### src/rtl/kpscan.sv
// 4x4 keypad scanner: column-multiplexed row sampling, per-key debounce and a
// small first-word-fall-through FIFO of press/release events with overflow flag.
module kpscan #(
  parameter int CLK_DIV        = 80000,
  parameter int DEBOUNCE_SCANS = 4,
  parameter int LGFIFO         = 2
) (
  input  logic        i_clk,
  input  logic        i_rst_n,
  input  logic [3:0]  i_kp_row,
  output logic [3:0]  o_kp_col,
  output logic [15:0] o_keys,
  output logic        o_valid,
  output logic [4:0]  o_event,
  input  logic        i_ack,
  output logic        o_overflow,
  input  logic        i_clr
);

  localparam int                 DIV_W    = (CLK_DIV > 1) ? $clog2(CLK_DIV) : 1;
  localparam logic [DIV_W-1:0]   DIV_LAST = DIV_W'(CLK_DIV - 1);
  localparam logic [2:0]         DB_LIMIT = 3'(DEBOUNCE_SCANS);
  localparam int                 DEPTH    = 1 << LGFIFO;
  localparam logic [LGFIFO:0]    FULL_CNT = (LGFIFO + 1)'(DEPTH);

  typedef enum logic {S_DWELL, S_EVAL} state_t;

  state_t            state_q, state_d;
  logic [1:0]        col_q, col_d;
  logic [DIV_W-1:0]  div_q, div_d;
  logic [3:0]        key_q, key_d;
  logic [3:0]        kp_col_q, kp_col_d;
  logic              sample, eval;

  logic [3:0]        row_meta, row_sync;
  logic [15:0]       raw_q;
  logic [15:0]       keys_q;
  logic [2:0]        cnt_q [16];

  logic              key_diff, flip;
  logic [2:0]        cnt_next;
  logic [4:0]        push_data;

  logic [4:0]        mem [DEPTH];
  logic [LGFIFO-1:0] wr_ptr, rd_ptr;
  logic [LGFIFO:0]   count;
  logic              full, pop, push_ok, drop;
  logic              overflow_q;

  // Rows idle high (pulled up), so the synchronizer resets to "no key".
  // NOTE: state registers use non-blocking (<=) so every flop samples pre-edge values.
  always_ff @(posedge i_clk or negedge i_rst_n) begin
    if (!i_rst_n) begin
      row_meta <= 4'hf;
      row_sync <= 4'hf;
    end else begin
      row_meta <= i_kp_row;
      row_sync <= row_meta;
    end
  end

  always_ff @(posedge i_clk or negedge i_rst_n) begin
    if (!i_rst_n) begin
      state_q  <= S_DWELL;
      col_q    <= 2'd0;
      div_q    <= '0;
      key_q    <= 4'd0;
      kp_col_q <= 4'hf;
    end else begin
      state_q  <= state_d;
      col_q    <= col_d;
      div_q    <= div_d;
      key_q    <= key_d;
      kp_col_q <= kp_col_d;
    end
  end

  // NOTE: every always_comb output gets a default first so no latch is inferred.
  always_comb begin
    state_d = state_q;
    col_d   = col_q;
    div_d   = div_q;
    key_d   = key_q;
    sample  = 1'b0;
    eval    = 1'b0;
    unique case (state_q)
      S_DWELL: begin
        if (div_q == DIV_LAST) begin
          div_d  = '0;
          sample = 1'b1;
          if (col_q == 2'd3) begin
            col_d   = 2'd0;
            key_d   = 4'd0;
            state_d = S_EVAL;
          end else begin
            col_d = col_q + 2'd1;
          end
        end else begin
          div_d = div_q + 1'b1;
        end
      end
      S_EVAL: begin
        eval = 1'b1;
        if (key_q == 4'd15) begin
          key_d   = 4'd0;
          state_d = S_DWELL;
        end else begin
          key_d = key_q + 4'd1;
        end
      end
      default: state_d = S_DWELL;
    endcase
    // Column drive is registered so it reads 4'hf throughout reset.
    kp_col_d = (state_d == S_DWELL) ? ~(4'b0001 << col_d) : 4'hf;
  end

  always_ff @(posedge i_clk or negedge i_rst_n) begin
    if (!i_rst_n) begin
      raw_q <= '0;
    end else if (sample) begin
      for (int r = 0; r < 4; r++) raw_q[{2'(r), col_q}] <= ~row_sync[r];
    end
  end

  assign key_diff  = raw_q[key_q] ^ keys_q[key_q];
  assign cnt_next  = cnt_q[key_q] + 3'd1;
  assign flip      = eval && key_diff && (cnt_next == DB_LIMIT);
  assign push_data = {~keys_q[key_q], key_q};

  always_ff @(posedge i_clk or negedge i_rst_n) begin
    if (!i_rst_n) begin
      keys_q <= '0;
      for (int k = 0; k < 16; k++) cnt_q[k] <= 3'd0;
    end else if (eval) begin
      if (!key_diff) begin
        cnt_q[key_q] <= 3'd0;
      end else if (flip) begin
        keys_q[key_q] <= ~keys_q[key_q];
        cnt_q[key_q]  <= 3'd0;
      end else begin
        cnt_q[key_q] <= cnt_next;
      end
    end
  end

  // A pop frees the full slot in the same cycle, so a coincident push still lands.
  assign full    = (count == FULL_CNT);
  assign pop     = (count != '0) && i_ack;
  assign push_ok = flip && (!full || pop);
  assign drop    = flip && full && !pop;

  // NOTE: FIFO storage has no reset; o_event is gated by o_valid so stale words never escape.
  always_ff @(posedge i_clk) begin
    if (push_ok) mem[wr_ptr] <= push_data;
  end

  always_ff @(posedge i_clk or negedge i_rst_n) begin
    if (!i_rst_n) begin
      wr_ptr     <= '0;
      rd_ptr     <= '0;
      count      <= '0;
      overflow_q <= 1'b0;
    end else begin
      if (push_ok) wr_ptr <= wr_ptr + 1'b1;
      if (pop)     rd_ptr <= rd_ptr + 1'b1;
      unique case ({push_ok, pop})
        2'b10:   count <= count + 1'b1;
        2'b01:   count <= count - 1'b1;
        default: count <= count;
      endcase
      if (drop)       overflow_q <= 1'b1;
      else if (i_clr) overflow_q <= 1'b0;
    end
  end

  assign o_kp_col   = kp_col_q;
  assign o_keys     = keys_q;
  assign o_valid    = (count != '0);
  assign o_event    = o_valid ? mem[rd_ptr] : 5'd0;
  assign o_overflow = overflow_q;

endmodule

### config.mk
export PLATFORM = sky130hd
export DESIGN_NAME = kpscan
export DESIGN_NICKNAME = d
export VERILOG_FILES = /design/src/rtl/kpscan.sv
export SDC_FILE = /design/constraint.sdc
export NUM_CORES = 1
export LEC_CHECK = 0
export CORE_ASPECT_RATIO = 2
export CORE_MARGIN = 10
export CORE_UTILIZATION = 31
export CTS_BUF_LIST = sky130_fd_sc_hd__clkbuf_4
export DETAILED_ROUTE_END_ITERATION = 7
export PLACE_DENSITY = 0.55
export SLEW_MARGIN = 20
export SYNTH_ARGS = -nofsm -noshare
export SYNTH_HDL_FRONTEND = slang
export SYNTH_SLANG_ARGS = --single-unit
### constraint.sdc
create_clock -name i_clk -period 3.86 [get_ports i_clk]
set_input_delay 0.772 -clock i_clk [delete_from_list [all_inputs] [get_ports i_clk]]
set_output_delay 0.772 -clock i_clk [all_outputs]
set_load 0.01 [all_outputs]
==> results by group <==
Clock network
  • Clk_lat worst skew: 0.58 ns
  • Maximum level of the CTS H-tree: 4
  • Max Root-Sink Buffers: 2
  • Clk root buf: clkbuf_4
  • Clock sink total: 144
  • CTS clk-pin slew, worst paths: about 0.14 ns
  • Total CTS buffers: 17
  • Post-CTS setup repair buffer count: 0
  • CTS tree: built

Timing
  • TNS Setup: 0 ns
  • Relative slew slack: 0.3757
  • Final Setup Violations: 0
  • FMAX: ~290 MHz
  • Worst slew pin tran: ~0.94 ns
  • Fin Hold WS: roughly 0.33 ns
  • Max-slew violations: 0
  • Max Clock Skew: 0.02318 ns
  • Final worst path period share: 0.9069
  • Final hold violation count: 0
  • Tmin final: roughly 3.5 ns
  • RSZ-0062 raised after global routing: no
  • Setup ws final: 0.3594 ns

Route
  • Avg WL per Cell: approximately 18 um
  • Initial DRC count: 176
  • Final wirelength: approximately 15,000 um
  • Detail Route Antenna Nets: 0
  • DRT Pass-1 Iters: 4
  • # DRC: 0
  • Vias: between 4,000 and 5,000
  • Vias/cell: between 4 and 5

Yosys
  • Seq/Total Area, Yosys: 0.5474
  • Synth warn: 0
  • Most area-hungry cell type in the Yosys netlist: dfrtp_1
  • Synth Register Bits: between 100 and 150
  • Gate count after technology mapping: around 550
  • Synth cell types: 50
  • Net Count, Synth: roughly 570
  • Mapped Area: between 6000 and 7000 sq um
  • Syn Area/Cell: 12.42 sq um
  • Synth top cells by count: dfrtp_1 (112), nand2_1 (62), o21ai_0 (45)
  • Post-synth EDFFs: 20
  • Synth top area cells: dfrtp_1 (41%), edfxtp_1 (8.8%), mux4_2 (6.3%)
  • Count leader, synth: dfrtp_1
  • Top cell type's share of synthesized area: 0.4126
  • Ys async rst share: 0.8611
  • Top_reg_cell synth: dfrtp_1

Run status
  • Run status: complete, no violations

Placed design
  • Pre-CTS WS: around 0.22 ns
  • Port bufs: 34
  • Final RePlAce weighted congestion: about 0.84
  • Placed inst area: 7395 sq um
  • Post-DP HPWL: around 12,000 um

Power and ir drop
  • Comb pwr share: 0.066
  • Switching power share of the total: 0.2769
  • Flop pwr share: 0.605
  • VDD IR max: about 0.18 mV
  • Static Leakage: around 3.2 nW
  • Power per cell area: ~350 nW/um^2
  • Clock Power Share: 0.329
  • Power Internal: between 1.5 and 2 mW
  • Total power: approximately 2.7 mW
  • Sw power: approximately 0.74 mW

Final layout
  • Filler Cells Inserted: ~2,100
  • Area of the multi-input gates: between 2000 and 3000 sq um
  • Fin area: ~7600 sq um
  • Layout cell share with drive strength beyond 1: 0.2260
  • Register area: ~3700 sq um
  • P&R area growth vs syn: 12.58%
  • Net count, final: roughly 600

Die
  • Die H: approximately 230 um
  • Die Area: 28,590 sq um
  • Initial core utilization: 0.3147
  • Core area: about 22,000 sq um
  • Top Ports: 35
  • Die Width: 124.7 um
  • Row Count: 76

Global route
  • Pin count of the biggest net entering global routing: 70
  • Antenna violations before repair: 1
  • First-pass GRT wire length: about 25,000 um
  • Overflow after GRT: 0
  • Vias in the first global route: about 4,600
  • GR Util All Layers: 0.1110

Critical path
  • Worst Path Arrival: 3.97 ns
  • Crit path capture type: flop
  • Crit path required time: roughly 4.3 ns
  • Max Fanout on Critical Path: 14
  • Kind of critical path: reg2reg
  • Startpoint Class: flop

Hold path
  • Hold/Removal Path Class: in2async

Run
  • Max Cap Viol: 0
kinds of logic after synthesis:
family                   Yosys count  share of synthesized area
AO/OA/AOI/OAI                     78                    0.06392
AND/OR/NAND/NOR                  169                     0.1254
multiplexers                      71                     0.1660
XOR/XNOR                          23                    0.03076
buffers and inverters             46                    0.03592
adder cells (fa/ha/maj)           16                    0.03058
flip-flops                       144                     0.5474
area by class of cell:
class	instances	share of cell area
Clock buffer	17	0.01669
Timing Repair Buffer	48	0.05956
Multi-Input combinational cell	357	0.3706
Tap cell	273	0.04467
Inverter	12	0.005890
Sequential cell	144	0.4864
Clock inverter	15	0.01587
Antenna cell	1	0.0003272
timing repair:
item	4_1_cts	5_1_grt
gates resized for setup	0	1
hold buffers	0	0
endpoints found under the setup margin	0	7
metal layers:
layer,up-vias,global-route usage,part of all wire
met3,22,0.02383,0.024
met5,-,0,0
met2,77,0.2202,0.61
met4,0,0.05304,0.031
li1,2013,-,-
met1,2166,0.1022,0.34
state kept, by name (all words and copies together), names as in the netlist:
| name | count |
|---|---|
| o_kp_col | 4 |
| wr_ptr | 2 |
| raw_q | 16 |
| key_q | 4 |
| row_meta | 4 |
| col_q | 2 |
| count | 3 |
| div_q | 17 |
| row_sync | 4 |
| state_q | 1 |
| o_keys | 16 |
| o_overflow | 1 |
| cnt_q | 48 |
| mem | 20 |
| rd_ptr | 2 |
worst paths after layout:
path,startpoint,end,slack [ns],depth (start not counted)
worst max register to register,key_q[1]$_DFFE_PN0P_,count[2]$_DFFE_PN0P_,0.36,11
worst max-delay path,key_q[1]$_DFFE_PN0P_,count[2]$_DFFE_PN0P_,0.36,11
worst min register to register,row_meta[0]$_DFF_PN1_,row_sync[0]$_DFF_PN1_,0.36,0
worst min-delay path,i_rst_n,cnt_q[25]$_DFFE_PN0P_,0.33,1
max in group asynchronous,i_rst_n,row_sync[3]$_DFF_PN1_,2.65,2
min in group i_clk,row_meta[0]$_DFF_PN1_,row_sync[0]$_DFF_PN1_,0.36,0
power by group through the flow:
stage,clock network [mW],registers [mW],logic (mW)
after floorplan,0,1.61,0.137
after global placement,0,1.65,0.173
after detailed placement,0,1.65,0.182
after CTS,0.919,1.63,0.183
after global routing,0.972,1.63,0.195
final,0.879,1.62,0.177
metrics by stage:
stage / utilization / cells
floorplan: - / 547
global placement: 0.3424 / 834
detailed placement: 0.3426 / 834
CTS: 0.3541 / 866
global route: 0.3543 / 867
finish: 0.3543 / 867
worst max-delay path, cell delays in order, from the launching register on:
cell and delay (ns):
dfrtp_1 0.77, mux4_2 0.41, mux4_2 0.51, ha_1 0.28
xor2_1 0.21, o22ai_2 0.10, a21oi_1 0.26, inv_1 0.09
fa_1 0.40, nor2_1 0.12, a22oi_1 0.08, xnor2_1 0.14
placed cells by master (no fill, tap or decap), types with 17 or more instances in the layout:
master           count
o21ai_0             45
mux4_2              19
clkbuf_4            17
edfxtp_1            20
mux2_2              25
dfrtp_1            111
nand3_1             31
nand2_1             62
a21oi_1             17
clkdlybuf4s50_1     33
nor2_1              25
No activity file was read; power rests on OpenSTA's default activity.
